==> src/rtl/frame_pkg.sv <==
// Shared constants for the serial frame link: sync bytes, frame length,
// scheduler state encoding and the frame check byte.
// Used by frame_scheduler and its sub-modules; no ports.
package frame_pkg;

   localparam logic [7:0] SYNC0     = 8'hFF;
   localparam logic [7:0] SYNC1     = 8'hFE;
   localparam int         FRAME_LEN = 5;

   typedef enum logic [2:0] {
      ST_IDLE,
      ST_HDR0,
      ST_HDR1,
      ST_DAT0,
      ST_DAT1,
      ST_CRC,
      ST_GAP
   } state_t;

   // The link's check byte is a plain XOR of the two data bytes.
   function automatic logic [7:0] crc8_xor(input logic [7:0] d0, input logic [7:0] d1);
      return d0 ^ d1;
   endfunction

endpackage

==> src/rtl/rr_arbiter.sv <==
// Round-robin selector: first set req bit searching upward from last_ch+1, wrapping.
// Latency: purely combinational. Backpressure: none, the caller decides when to accept sel.
// Ports: req (N_CH requests), last_ch (previous winner) -> any (some request set), sel (winner index).
module rr_arbiter #(
   parameter int N_CH = 12
) (
   input  logic [N_CH-1:0] req,
   input  logic [3:0]      last_ch,
   output logic            any,
   output logic [3:0]      sel
);

   int idx;

   always_comb begin
      any = 1'b0;
      sel = 4'd0;
      idx = 0;
      // Offsets 1..N_CH visit every channel once, ending on last_ch itself,
      // so a lone requester is always re-granted.
      for (int i = 1; i <= N_CH; i++) begin
         idx = (int'(last_ch) + i) % N_CH;
         if (!any && req[idx]) begin
            any = 1'b1;
            sel = 4'(idx);
         end
      end
   end

endmodule

==> src/rtl/frame_scheduler.sv <==
// Round-robin scheduler that serialises one channel's 16-bit payload into a 5-byte frame.
// Latency: grant and first sync byte one cycle after req is sampled in IDLE; CRC byte 4 cycles later.
// Backpressure: none on the byte link; channels hold req until granted, req ignored while busy.
// Ports: CLK/RST (async, active-high), req/payload per channel, grant pulse, BYTE_output/byte_valid
//        link bytes, cur_ch owner of current/last frame, busy (not IDLE), frames_sent counter.
module frame_scheduler
   import frame_pkg::*;
#(
   parameter int N_CH       = 12,
   parameter int GAP_CYCLES = 2
) (
   input  logic                 CLK,
   input  logic                 RST,
   input  logic [N_CH-1:0]      req,
   input  logic [16*N_CH-1:0]   payload,
   output logic [N_CH-1:0]      grant,
   output logic [7:0]           BYTE_output,
   output logic                 byte_valid,
   output logic [3:0]           cur_ch,
   output logic                 busy,
   output logic [15:0]          frames_sent
);

   localparam int GW = $clog2(GAP_CYCLES + 1);

   state_t          state_q, state_d;
   logic [N_CH-1:0] grant_q, grant_d;
   logic [7:0]      byte_q, byte_d;
   logic            vld_q, vld_d;
   logic [3:0]      cur_ch_q, cur_ch_d;
   logic [3:0]      last_ch_q, last_ch_d;
   logic            busy_q, busy_d;
   logic [15:0]     frames_sent_q, frames_sent_d;
   logic [7:0]      d0_q, d0_d;
   logic [7:0]      d1_q, d1_d;
   logic [GW-1:0]   gap_q, gap_d;

   logic            arb_any;
   logic [3:0]      arb_sel;
   logic [15:0]     sel_payload;

   rr_arbiter #(.N_CH(N_CH)) u_arb (
      .req     (req),
      .last_ch (last_ch_q),
      .any     (arb_any),
      .sel     (arb_sel)
   );

   assign sel_payload = payload[{arb_sel, 4'h0} +: 16];

   // Outputs are registered one state ahead: the byte computed on the edge that
   // enters a state is the byte shown while in that state.
   always_comb begin
      state_d       = state_q;
      grant_d       = '0;
      byte_d        = 8'h00;
      vld_d         = 1'b0;
      cur_ch_d      = cur_ch_q;
      last_ch_d     = last_ch_q;
      frames_sent_d = frames_sent_q;
      d0_d          = d0_q;
      d1_d          = d1_q;
      gap_d         = gap_q;

      case (state_q)
         ST_IDLE: begin
            if (arb_any) begin
               grant_d   = {{(N_CH-1){1'b0}}, 1'b1} << arb_sel;
               d0_d      = sel_payload[15:8];
               d1_d      = sel_payload[7:0];
               cur_ch_d  = arb_sel;
               last_ch_d = arb_sel;
               byte_d    = SYNC0;
               vld_d     = 1'b1;
               state_d   = ST_HDR0;
            end
         end
         ST_HDR0: begin
            byte_d  = SYNC1;
            vld_d   = 1'b1;
            state_d = ST_HDR1;
         end
         ST_HDR1: begin
            byte_d  = d0_q;
            vld_d   = 1'b1;
            state_d = ST_DAT0;
         end
         ST_DAT0: begin
            byte_d  = d1_q;
            vld_d   = 1'b1;
            state_d = ST_DAT1;
         end
         ST_DAT1: begin
            byte_d  = crc8_xor(d0_q, d1_q);
            vld_d   = 1'b1;
            state_d = ST_CRC;
         end
         ST_CRC: begin
            frames_sent_d = frames_sent_q + 16'd1;
            gap_d         = GW'(GAP_CYCLES);
            state_d       = ST_GAP;
         end
         ST_GAP: begin
            // Count 1 is the last gap cycle; GAP therefore lasts GAP_CYCLES cycles.
            if (gap_q == GW'(1)) begin
               state_d = ST_IDLE;
            end else begin
               gap_d = gap_q - GW'(1);
            end
         end
         default: state_d = ST_IDLE;
      endcase

      busy_d = (state_d != ST_IDLE);
   end

   always_ff @(posedge CLK or posedge RST) begin
      if (RST) begin
         state_q       <= ST_IDLE;
         grant_q       <= '0;
         byte_q        <= 8'h00;
         vld_q         <= 1'b0;
         cur_ch_q      <= 4'd0;
         last_ch_q     <= 4'(N_CH - 1);
         busy_q        <= 1'b0;
         frames_sent_q <= 16'd0;
         d0_q          <= 8'h00;
         d1_q          <= 8'h00;
         gap_q         <= '0;
      end else begin
         state_q       <= state_d;
         grant_q       <= grant_d;
         byte_q        <= byte_d;
         vld_q         <= vld_d;
         cur_ch_q      <= cur_ch_d;
         last_ch_q     <= last_ch_d;
         busy_q        <= busy_d;
         frames_sent_q <= frames_sent_d;
         d0_q          <= d0_d;
         d1_q          <= d1_d;
         gap_q         <= gap_d;
      end
   end

   assign grant       = grant_q;
   assign BYTE_output = byte_q;
   assign byte_valid  = vld_q;
   assign cur_ch      = cur_ch_q;
   assign busy        = busy_q;
   assign frames_sent = frames_sent_q;

endmodule
==> config.mk <==
export PLATFORM = sky130hd
export DESIGN_NAME = frame_scheduler
export DESIGN_NICKNAME = d
export VERILOG_FILES = /design/src/rtl/frame_pkg.sv /design/src/rtl/rr_arbiter.sv /design/src/rtl/frame_scheduler.sv
export SDC_FILE = /design/constraint.sdc
export NUM_CORES = 1
export LEC_CHECK = 0
export CAP_MARGIN = 0
export CORE_UTILIZATION = 40
export DETAILED_ROUTE_END_ITERATION = 8
export PLACE_DENSITY = 0.71
export SYNTH_ARGS = -nofsm -noshare
export SYNTH_HDL_FRONTEND = slang
export SYNTH_SLANG_ARGS = --single-unit
==> constraint.sdc <==
create_clock -name CLK -period 6.9 [get_ports CLK]
set_input_delay 1.38 -clock CLK [delete_from_list [all_inputs] [get_ports CLK]]
set_output_delay 1.38 -clock CLK [all_outputs]
set_load 0.05 [all_outputs]
Yosys cells after proc, flatten, opt, wreduce, memory -nomap -nowiden

Cells that the tools add are included.

ROM bits: 0
Output and inout port bits: 42
Bits in latches: 0
Memories kept: 0
Memory bits (writable): 0
Flip-flop bits (word level): 67

Shifts and indexed selects: 2
Divide/modulo/power cells: 12
Reduce and logical (&&, ||, !) cells: 28
Add/sub/neg operators: 14
Magnitude comparators: 12
Eq/ne operators: 8
Mux-type cells: 71
$mul: 0
Bitwise operators: 1

Operators with widths:

| kind                    | count |
|---|---|
| $lt A32 B6 Y1 const B   | 12 |
| $mod A32 B5 Y32 const B | 12 |
| $shiftx A192 B9 Y16     | 1 |
| $bmux W1 S4             | 12 |
| $mux W4                 | 12 |
| $pmux W8 S5             | 1 |
| $mux W1                 | 37 |
| $add A4 B4 Y5 const B   | 5 |
| $mux W12                | 2 |
| $pmux W3 S7             | 1 |
| $add A4 B3 Y5 const B   | 4 |
| $add A16 B1 Y16 const B | 1 |
| $shl A1 B4 Y12 const A  | 1 |
| $logic_and A1 B1 Y1     | 11 |
| $logic_not A1 Y1        | 11 |
| $add A4 B2 Y5 const B   | 2 |
| $eq A3 B3 Y1 const B    | 3 |
| $mux W8                 | 1 |
| $xor A8 B8 Y8           | 1 |
| $eq A3 B2 Y1 const B    | 2 |
| $mux W3                 | 2 |
| $add A4 B1 Y5 const B   | 1 |
| $pmux W2 S2             | 1 |
| $reduce_and A2 Y1       | 2 |
| 10 further kinds        | 10 |

Longest topological paths before layout

Gate-level depths: netlist of run 1.

Depth in word-level cells: 42
Mapped depth: 25

Modules after synthesis

A second synthesis of run 1 with hierarchy kept.

Cells, all modules: 809
Area, all modules: 7297.0 µm²

Modules (own cells, without submodules):

| module          | instances | area an instance (µm²) | seq. area each (µm²) | cells each |
|---|---|---|---|---|
| frame_scheduler | 1         | 4237.8                 | 1655.3               | 419 |
| rr_arbiter      | 1         | 3059.2                 | 0.0                  | 390 |

Worst setup path after synthesis of run 1

OpenSTA, ideal clock, no wires.

Kind: register -> register
From: register last_ch_q[1]
To: register d0_q[4]
Arrival time: 5125 ps
Setup time: 135 ps
Cell stages (with the launch flop): 25
Slack: 1640 ps
Clock period less this slack: 5260 ps
Data required time: 6765 ps
Path buffers: 4
Cell sequence: dfstp_2 -> clkbuf_1 -> buf_2 -> inv_1 -> ha_1 -> xor2_1 -> inv_1 -> ha_1 -> a311oi_1 -> a21o_1 -> ha_1 -> nand2b_1 -> o221a_2 -> or2_1 -> a211o_1 -> a21bo_2 -> nor4_2 -> nor4b_2 -> nand2_1 -> nand3_1 -> buf_6 -> buf_6 -> mux2_1 -> a311oi_1 -> nand3_1

Longest elaborated chain between the ends: 40
Elaborated cells between the ends (all ways): 108
Classes of those cells: add/sub: 12; div: 12; shift: 1; mux: 60; reduce/logical: 23

Ends and longest elaborated chain:

| element                                                  | line                   | source |
|---|---|---|
| start: declaration                                       | frame_scheduler.sv:31  | `logic [3:0] last_ch_q, last_ch_d;` |
| start signal: assignment                                 | frame_scheduler.sv:124 | `last_ch_q <= 4'(N_CH - 1);` |
| start signal: assignment                                 | frame_scheduler.sv:136 | `last_ch_q <= last_ch_d;` |
| $add A4 B1 Y5                                            | rr_arbiter.sv:22       | `idx = (int'(last_ch) + i) % N_CH;` |
| $mod A32 B5 Y32                                          | rr_arbiter.sv:22       |  |
| $bmux W1 S4                                              | rr_arbiter.sv:23       | `if (!any && req[idx]) begin` |
| $mux W1 (implied by the code) (2 in series)              | rr_arbiter.sv:23       |  |
| $mux W1                                                  | rr_arbiter.sv:23       |  |
| $logic_not A1 Y1                                         | rr_arbiter.sv:23       |  |
| $logic_and A1 B1 Y1                                      | rr_arbiter.sv:23       |  |
| $mux W1                                                  | rr_arbiter.sv:23       |  |
| [23 not listed]                                          | n/a                    |  |
| $mux W1                                                  | rr_arbiter.sv:23       |  |
| $logic_not A1 Y1                                         | rr_arbiter.sv:23       |  |
| $logic_and A1 B1 Y1                                      | rr_arbiter.sv:23       |  |
| $mux W1                                                  | rr_arbiter.sv:23       |  |
| $logic_not A1 Y1                                         | rr_arbiter.sv:23       |  |
| $logic_and A1 B1 Y1                                      | rr_arbiter.sv:23       |  |
| $mux W4 or $mux W1 (tied branches)                       | rr_arbiter.sv:23       |  |
| $shiftx A192 B9 Y16 or $reduce_and A2 Y1 (tied branches) | n/a                    |  |
| end signal: assignment                                   | frame_scheduler.sv:127 | `d0_q <= 8'h00;` |
| end signal: assignment                                   | frame_scheduler.sv:139 | `d0_q <= d0_d;` |
| end: declaration                                         | frame_scheduler.sv:34  | `logic [7:0] d0_q, d0_d;` |

Parallel ways exist; a longest one is shown, timed or not. The select of a mux whose other input is x is not followed.
A chain may end at the register's enable or synchronous reset.

Worst setup path after layout of run 1

From: register last_ch_q[1]
To: register d0_q[6]

Same word-level chain as after synthesis.

==> results of run 1 <==
-- per-layer routing --
| layer | part of all wire [%] | vias to the layer above |
|---|---|---|
| li1 | - | 3705 |
| met1 | 43 | 3805 |
| met2 | 49 | 343 |
| met3 | 6.3 | 25 |
| met4 | 1.4 | 0 |
| met5 | 0 | - |
-- critical path: stages (launching register included) --
cell and delay, ns:
dfstp_2 0.53, buf_4 0.27, ha_1 0.37, buf_4 0.21, xnor2_1 0.26, inv_1 0.18
ha_1 0.28, nand2_1 0.08, o21ai_0 0.10, ha_1 0.24, nand4bb_1 0.23, a21o_1 0.23
nand3_1 0.10, a21oi_1 0.10, nand2b_1 0.21, or4_4 0.46, nor4b_2 0.45, nand2_1 0.09
nand4_1 0.24, and3b_1 0.36, buf_4 0.31, nor2b_1 0.38, a22oi_1 0.16, nand4_1 0.13
-- Yosys cell counts (13+ instances only) --
library cell / number / area [sq um]
dfrtp_1: 63 / 1580
clkbuf_1: 19 / 71.3
mux2i_1: 114 / 1140
xnor2_1: 30 / 263
o21ai_0: 34 / 170
nand2_1: 85 / 319
a21oi_1: 28 / 140
a22oi_1: 32 / 240
ha_1: 36 / 450
and3_1: 16 / 100
nand3_1: 36 / 180
buf_2: 18 / 90.1
nand2b_1: 15 / 93.8
a21o_1: 13 / 97.6
mux2_2: 32 / 360
nor2_1: 25 / 93.8
inv_1: 21 / 78.8
-- registers in the layout, summed over array words and instances (netlist names) --
signal       flops
BYTE_output      8
busy             1
byte_valid       1
cur_ch           4
d0_q             8
d1_q             8
frames_sent     16
gap_q            2
grant           12
last_ch_q        3
state_q          3
-- final timing paths --
path	slack [ns]	cells past startpoint	start	endpoint
max	0.82	23	last_ch_q[1]$_DFFE_PP1N_	d0_q[6]$_DFFE_PP0N_
min	0.47	1	frames_sent[15]$_DFFE_PP0P_	frames_sent[15]$_DFFE_PP0P_
max reg2reg	0.82	23	last_ch_q[1]$_DFFE_PP1N_	d0_q[6]$_DFFE_PP0N_
min reg2reg	0.47	1	frames_sent[15]$_DFFE_PP0P_	frames_sent[15]$_DFFE_PP0P_
max in group asynchronous	4.72	3	RST	cur_ch[0]$_DFFE_PP0N_
min in group asynchronous	1.63	3	RST	BYTE_output[3]$_DFF_PP0_
-- final cells by class --
cell class              count  share of cell area, %
multi-input cells         718                   52.6
repair buffers            269                   25.4
flip-flops and latches     66                   15.6
well taps                 234                   2.75
clock buffers              11                   2.37
inverters                  25                  0.882
clock inverters             5                  0.494
-- logic make-up after synthesis --
logic type,after synthesis,synth area share [%]
fa+ha+maj,36,5.85
simple gates,274,19.4
buf+inv,83,6.02
mux,159,23.2
flops,66,21.5
compound gates,211,19.6
xor+xnor,38,4.42
-- per-stage QoR --
step                hold slack [ns]  worst slack [ns]  area, sq um  util, %
floorplan                     0.495              1.64         7690        -
global placement              0.460              1.04        10300     55.1
detailed placement            0.468             0.947        10300     55.1
CTS                           0.483             0.925        10600     56.7
global route                  0.497             0.453        10600     56.7
finish                        0.475             0.817        10600     56.7
==> summary.txt, run 1 <==
Status
  • Outcome: complete, no violations

Synthesis
  • Mapped Nets: 1,109
  • Mapped Area: 7690 sq um
  • Register bit total from synthesis: 66
  • Number of synthesized flops with an enable pin: 0
  • Ys flop type: dfrtp_1
  • Syn Area/Cell: 8.88 sq um
  • Share of flip-flops with an asynchronous set or reset: 100%
  • Yosys warns: 0
  • Yosys cell types: 89
  • Gate Count Post-Synth: 867
  • Sequential element share of the synthesized area: 21.5%

Finish
  • Final cell count without fillers: 1,328
  • Antenna cells: 0
  • Layout Nets: 1,331
  • Register area: 1660 sq um
  • Fraction of layout cells with a size suffix above 1: 10.2%
  • Commonest non-fill, non-tap cell in the layout: clkdlybuf4s50_1
  • Multi-input gate area: 5600 sq um
  • Most frequent cells in the layout: clkdlybuf4s50_1 (247), mux2i_1 (114), nand2_1 (85)
  • Synth-to-Final Area Change: 38.3%
  • Fillers: 1,708

Worst setup path
  • Crit path max fanout: 22
  • Crit Path Category: flop to flop
  • Arr. time, crit path: 6.35 ns
  • WP data required: 7.17 ns
  • Critical Path Start Type: flop
  • CP endpoint kind: flop

Placed design
  • IO Port Bufs: 247
  • GPL Wtd Cong: 0.954
  • Detail Placement HPWL: 21,200 um
  • Placed Cells incl. Taps: 1,312

STA
  • Worst-margin pin slew: 1.11 ns
  • Unrepaired setup endpoints after global routing: no
  • Skew final: 0.00423 ns
  • Max Clock Freq: 0.164 GHz
  • Min Tclk post-route: 6.08 ns
  • Fin Setup TNS: 0 ns
  • Relative slew slack: 25.9%
  • Max-slew violations: 0
  • Final hold vios: 0
  • Setup Viol. Count Final: 0
  • Tcrit/Tclk final: 88.2%

Routing
  • Initial DRC Count: 779
  • Vias: 7,878
  • Wire per inst: 20.0 um
  • Final ANT Viol Nets: 0
  • # DRC: 0
  • Drt pass-1 iters: 5
  • Vias/cell: 5.93
  • Routed wire length: 26,600 um

GRT
  • First-pass GRT wire length: 40,900 um
  • Via count of the first global-routing pass: 7,410
  • GR Layer Usage met1: 35.2%
  • M2 GR Usage: 45.3%
  • GR peak layer: met2
  • All-Layer GR Usage: 26.7%
  • Largest net degree at the start of global routing: 67
  • GRT overflow: 0
  • Grt met3 use: 4.48%
  • Initial antenna violation count: 0

CTS
  • Clk slew on worst S/H paths: 0.05 ns
  • Post-CTS Setup Repair Bufs: 0
  • CTS tree: done
  • Cts repair resizes: 0
  • H-tree Lvls: 3
  • CTS max path bufs: 2
  • Hold_buf cts: 0
  • Skew-Pair Late Insertion Delay: 0.34 ns
  • Clk root buf: clkbuf_16
  • CTS Buf Count: 9
  • Sink count of the clock tree: 66

Floorplanning
  • Chip width: 141 um
  • CORE AREA: 18,800 sq um
  • Die area: 19,800 sq um
  • Row count: 50
  • Die span in y: 141 um
  • Starting Density: 41.0%
  • I/O pins: 248

Min path
  • Hold Path Class: flop to flop

Run
  • Max_cap viols: 0
Power of run 1 is left out: the tool's default activity adds up to more than one toggle a clock period on the data nets, which glitch-free logic cannot reach.
==> run 2: changes to the inputs <==
TNS_END_PERCENT = 30   (was not set)
==> results of run 2 <==
The final DEF is identical to that of run 1; final timing and power are the same.
Power of run 2 is left out for the same reason.
==> patch 1: new RTL, config.mk and constraints of run 2 <==
Encoding of `state_t`: now Gray code (3 bits for 7 states).
--- a/src/rtl/frame_pkg.sv
+++ b/src/rtl/frame_pkg.sv
@@ -9,11 +9,11 @@
 
    typedef enum logic [2:0] {
-      ST_IDLE,
-      ST_HDR0,
-      ST_HDR1,
-      ST_DAT0,
-      ST_DAT1,
-      ST_CRC,
-      ST_GAP
+      ST_IDLE = 3'b000,
+      ST_HDR0 = 3'b001,
+      ST_HDR1 = 3'b011,
+      ST_DAT0 = 3'b010,
+      ST_DAT1 = 3'b110,
+      ST_CRC  = 3'b111,
+      ST_GAP  = 3'b101
    } state_t;
 
Function: no difference found for any inputs over 4 cycles, from zero or initial values and one cycle with RST high; so few cycles prove little.
==> patch 1 against run 2 <==
Worst setup slack got worse by 0.029 ns; core utilization up 1.8 points; routed wire length fell by 0.80%; cell area shrank 3.6%; sequential cell count is the same; synthesized cell count decreased by 4.3%; first-iteration DRC count fell by 20%; synthesized area shrank 5.4%.
Power is not shown: default switching activity piles up to over one toggle a cycle in this logic, so the estimate is an artifact.
==> patch 1: results (changes against run 2) <==
| Step | Parameter | This run | Change |
|:---|:---|:---|:---|
| route | Routed via count divided by cell count | 5.878 | -0.91% |
| setup path | Largest stage delay on the critical path | 0.60 ns | +0.07 ns |
| grt | Met1 track demand over resource | 0.3699 | +0.01788 |
| grt | Antenna violations before repair | 3 | +3 |
| grt | GRT Total Usage | 0.2812 | +0.01461 |
| setup path | Crit-path max FO | 48 | +120% |
| synth | Syn Nets | 1070 | -3.5% |
| placement | Post-DP HPWL | 21350 um | +0.60% |
| route | Count of routing violations after the opening detailed-route iteration | 624 | -20% |
| placement | Placer Congestion | 1.014 | +6.2% |
| cells and area | Count of nets after finishing | 1297 | -2.6% |
| timing | Worst clock skew | 0.005137 ns | +0.0009076 ns |
| grt | Wire length of the first global-routing pass | 39880 um | -2.6% |
| synth | Post-Syn Instances | 830 | -4.3% |
| synth | Most numerous cell types in the synthesized netlist | sky130_fd_sc_hd__mux2i_1 (111), sky130_fd_sc_hd__dfrtp_1 (63), sky130_fd_sc_hd__nand2_1 (61) |  |
| timing | Worst-margin pin slew | 1.119 ns | +0.01170 ns |
| grt | Vias in the first global route | 7115 | -4.0% |
| placement | Port Buffer Count | 247 | unchanged |
| route | Detailed-route wire length per cell | 20.50 um | +2.3% |
| synth | Cell types with the largest area share after synthesis | sky130_fd_sc_hd__dfrtp_1 (22%), sky130_fd_sc_hd__mux2i_1 (15%), sky130_fd_sc_hd__ha_1 (5.8%), sky130_fd_sc_hd__mux4_2 (3.7%), sky130_fd_sc_hd__nand2_1 (3.1%) |  |
| run status | Run status | complete, no violations |  |
| synth | Unique cell type count in the Yosys netlist | 90 | +1.1% |
| synth | Fraction of registers with async set or reset after synthesis | 1.000 | unchanged |
| setup path | Kind of cell with the highest combined delay on the critical path | compound AO/OA/AOI/OAI gates |  |
| grt | M3 GR Usage | 0.05370 | +0.008867 |
| floorplan | Starting Density | 0.4150 | +0.005026 |
| setup path | Endpoint arrival time on the critical path | 6.32 ns | -0.03 ns |
| route | Total Wirelength | 26400 um | -0.80% |
| grt | Met2 capacity usage during global routing | 0.4676 | +0.01431 |
| cells and area | Fraction of final layout cells sized beyond drive strength 1 | 0.08294 | -0.01944 |
| placement | Cell total after placement | 1271 | -3.1% |
| synth | Register area share after synthesis | 0.2274 | +0.01231 |
-- patch 1: layer usage --
layer,up-vias,wire length [um]
li1,3618,-
met1,3574,10980
met2,332,12940
met3,45,1815
met4,2,657
met5,-,13
-- patch 1: through the flow --
step	area (sq um)	setup WS (ns)
floorplan	7278	1.233
global placement	9915	0.8799
detailed placement	9915	0.8324
CTS	10260	0.8674
global route	10260	0.5456
finish	10260	0.7877
-- patch 1: layout make-up --
cell class / instances / area [sq um]
flip-flops and latches: 66 / 1655
multi-input cells: 685 / 5225
inverters: 28 / 105.1
well taps: 225 / 281.5
repair buffers: 267 / 2648
fillers: 1591 / 7276
clock inverters: 4 / 98.84
diodes: 2 / 5.005
clock buffers: 11 / 242.7
-- patch 1: path summary, 6_finish.rpt --
check | startpoint | end | slack, ns | cells past startpoint
min | frames_sent[15] | frames_sent[15] | 0.47 | 1
max reg2reg | last_ch_q[1] | d1_q[1] | 0.79 | 19
max in group asynchronous | RST | BYTE_output[5] | 4.72 | 3
min in group asynchronous | RST | gap_q[0] | 1.63 | 3
min reg2reg | frames_sent[15] | frames_sent[15] | 0.47 | 1
max | last_ch_q[1] | d1_q[1] | 0.79 | 19
-- patch 1: kinds of logic (layout without fill, tap and decap cells) --
logic type | Yosys count | count (layout) | share of synthesized area
buffers and inverters | 79 | 310 | 0.05793
other | 0 | 2 | 0
flip-flops | 66 | 66 | 0.2274
AO/OA/AOI/OAI | 233 | 233 | 0.2254
XOR/XNOR | 28 | 28 | 0.03885
adder cells (fa/ha/maj) | 34 | 34 | 0.05845
multiplexers | 128 | 128 | 0.1975
AND/OR/NAND/NOR | 262 | 262 | 0.1944
==> patch 2: new RTL, config.mk and constraints of run 2 <==
Made on the original files. Change the parameter `GAP_CYCLES` from 2 to 1.
--- a/src/rtl/frame_scheduler.sv
+++ b/src/rtl/frame_scheduler.sv
@@ -8,5 +8,5 @@
 #(
    parameter int N_CH       = 12,
-   parameter int GAP_CYCLES = 2
+   parameter int GAP_CYCLES = 1
 ) (
    input  logic                 CLK,
Behaviour: no difference found for any inputs over 4 cycles, from zero or initial values and one cycle with RST high; that may be too few to reach the edited logic, so the function may still have changed.
==> patch 2 against run 2 <==
Routed wire length rose by 4.8%; final cell count is 3.3% lower; synthesized area shrank 4.4%; critical endpoint is now d0_q[5]; largest cell class unchanged; sequential cell count decreased by 1; worst setup slack worse by 0.28 ns; cell area shrank 3.4%; critical path type unchanged.
Power is left out: the tool's default activity adds up to more than one toggle a clock period on the data nets, which glitch-free logic cannot reach.
==> patch 2: results (changes against run 2) <==
| Step | Parameter | This run | Change |
|:---|:---|:---|:---|
| placement | Port Buffer Count | 247 | unchanged |
| grt | GRT Total Usage | 0.2926 | +0.02603 |
| synth | Register area share after synthesis | 0.2216 | +0.006514 |
| run status | Run status | complete, no violations |  |
| clock tree | H-Tree Depth | 3 | unchanged |
| setup path | Endpoint arrival time on the critical path | 6.56 ns | +0.21 ns |
| placement | Placer Congestion | 0.9818 | +2.9% |
| cells and area | Count of nets after finishing | 1285 | -3.5% |
| synth | Most numerous cell types in the synthesized netlist | sky130_fd_sc_hd__mux2i_1 (93), sky130_fd_sc_hd__dfrtp_1 (62), sky130_fd_sc_hd__nor2_1 (50) |  |
| hold path | Min-Delay Endpoint | cur_ch[0] |  |
| clock tree | Reg clk slew, reported paths | 0.06 ns |  |
| clock tree | Clk root buf | sky130_fd_sc_hd__clkbuf_16 |  |
| route | Detailed Routing Iterations Pass 1 | 7 | +2 |
| grt | Vias in the first global route | 7106 | -4.1% |
| clock tree | Max Buffers Root-to-Sink | 2 | unchanged |
| setup path | Kind of cell with the highest combined delay on the critical path | compound AO/OA/AOI/OAI gates |  |
| setup path | Crit-path max FO | 12 | -45% |
| setup path | Reg2reg setup slack | 0.54 ns | -0.28 ns |
| cells and area | Flip-flop count of the largest register after layout | 16 | unchanged |
| cells and area | Fraction of final layout cells sized beyond drive strength 1 | 0.1125 | +0.01011 |
| clock tree | Setup fix buffers added after clock tree synthesis | 0 | unchanged |
| synth | Cell types with the largest area share after synthesis | sky130_fd_sc_hd__dfrtp_1 (21%), sky130_fd_sc_hd__mux2i_1 (13%), sky130_fd_sc_hd__ha_1 (6.0%), sky130_fd_sc_hd__mux4_2 (4.3%), sky130_fd_sc_hd__mux2_2 (2.9%) |  |
| route | Total Wirelength | 27890 um | +4.8% |
| placement | Post-DP HPWL | 22830 um | +7.6% |
| synth | Syn Nets | 1057 | -4.7% |
| hold path | Hold_sp | cur_ch[0] |  |
| synth | Unique cell type count in the Yosys netlist | 100 | +12% |
| synth | Fraction of registers with async set or reset after synthesis | 1.000 | unchanged |
| grt | Maximum number of pins on one net before global-route repair | 66 | -1.5% |
| timing | Worst-margin pin slew | 0.8488 ns | -0.2582 ns |
| grt | Antenna violations before repair | 6 | +6 |
| setup path | Largest stage delay on the critical path | 0.59 ns | +0.06 ns |
| timing | Final count of negative-setup-slack endpoints | 0 | unchanged |
| route | Count of routing violations after the opening detailed-route iteration | 628 | -19% |
| setup path | Critical register-to-register path endpoint | d0_q[5] |  |
| clock tree | Gates resized, CTS repair | 0 | unchanged |
| route | Total number of vias | 7579 | -3.8% |
| timing | Worst clock skew | 0.008399 ns | +0.004170 ns |
| hold path | Hold Path Cell Cnt | 2 | +1 |
| synth | Dominant synthesized flop cell | sky130_fd_sc_hd__dfrtp_1 |  |
| setup path | Cell depth of the worst flop-to-flop path | 19 | -17% |
| grt | Wire length of the first global-routing pass | 41020 um | +0.24% |
-- patch 2: cell count changes after synthesis, sizes merged, moves of 7 or more --
cell   delta
xnor2    -10
mux2i    -20
a22oi    -25
nand2    -36
a22o     +15
a21oi     -7
and3      -7
o21ai     +7
nor2     +26
or4      +11
o22ai    +30
mux2     -13
-- patch 2: worst max-delay path by stage --
stage | endpoint | slack (ns) | cells after the start
final | d0_q[5] | 0.54 | 19
after CTS | d0_q[5] | 0.59 | 19
after global placement | d0_q[5] | 0.62 | 19
after floorplan | d1_q[6] | 1.25 | 24
after detailed placement | d0_q[5] | 0.64 | 19
after global routing | d0_q[5] | 0.13 | 20
-- patch 2: cells by family (layout without fill, tap and decap cells) --
kind of cell	after synthesis	after routing	synth area share
AO/OA/AOI/OAI	223	223	0.2227
XOR/XNOR	33	33	0.04780
adder cells (fa/ha/maj)	35	35	0.05953
buffers and inverters	74	307	0.05562
flip-flops	65	65	0.2216
multiplexers	128	128	0.2036
other	0	6	0
AND/OR/NAND/NOR	258	258	0.1891
-- patch 2: final cells by class --
type	count	area (sq um)
Clock inverter	4	52.55
Clock buffer	12	236.5
Timing Repair Buffer	268	2643
Tap cell	229	286.5
Fill cell	1623	7684
Antenna cell	6	15.01
Sequential cell	65	1630
Multi-Input combinational cell	677	5328
Inverter	23	88.84
-- patch 2: per-stage QoR --
stage	instances	setup WS (ns)	hold WS (ns)	cell area (sq um)	utilization
after floorplan	816	1.252	0.4519	7356	-
after global placement	1262	0.6222	0.4593	9976	0.5553
after detailed placement	1262	0.6370	0.4685	9976	0.5553
after CTS	1278	0.5895	0.4885	10260	0.5714
after global routing	1282	0.1331	0.5047	10270	0.5720
final	1284	0.5402	0.4883	10280	0.5723
-- patch 2: metal layers --
metal	GRT usage	vias up	wire (um)	share of wire
met3	0.05740	52	1971	0.071
met2	0.4802	341	13800	0.49
met5	0	-	13	0.00047
met4	0.1239	2	803	0.029
li1	-	3579	-	-
met1	0.3721	3605	11300	0.41
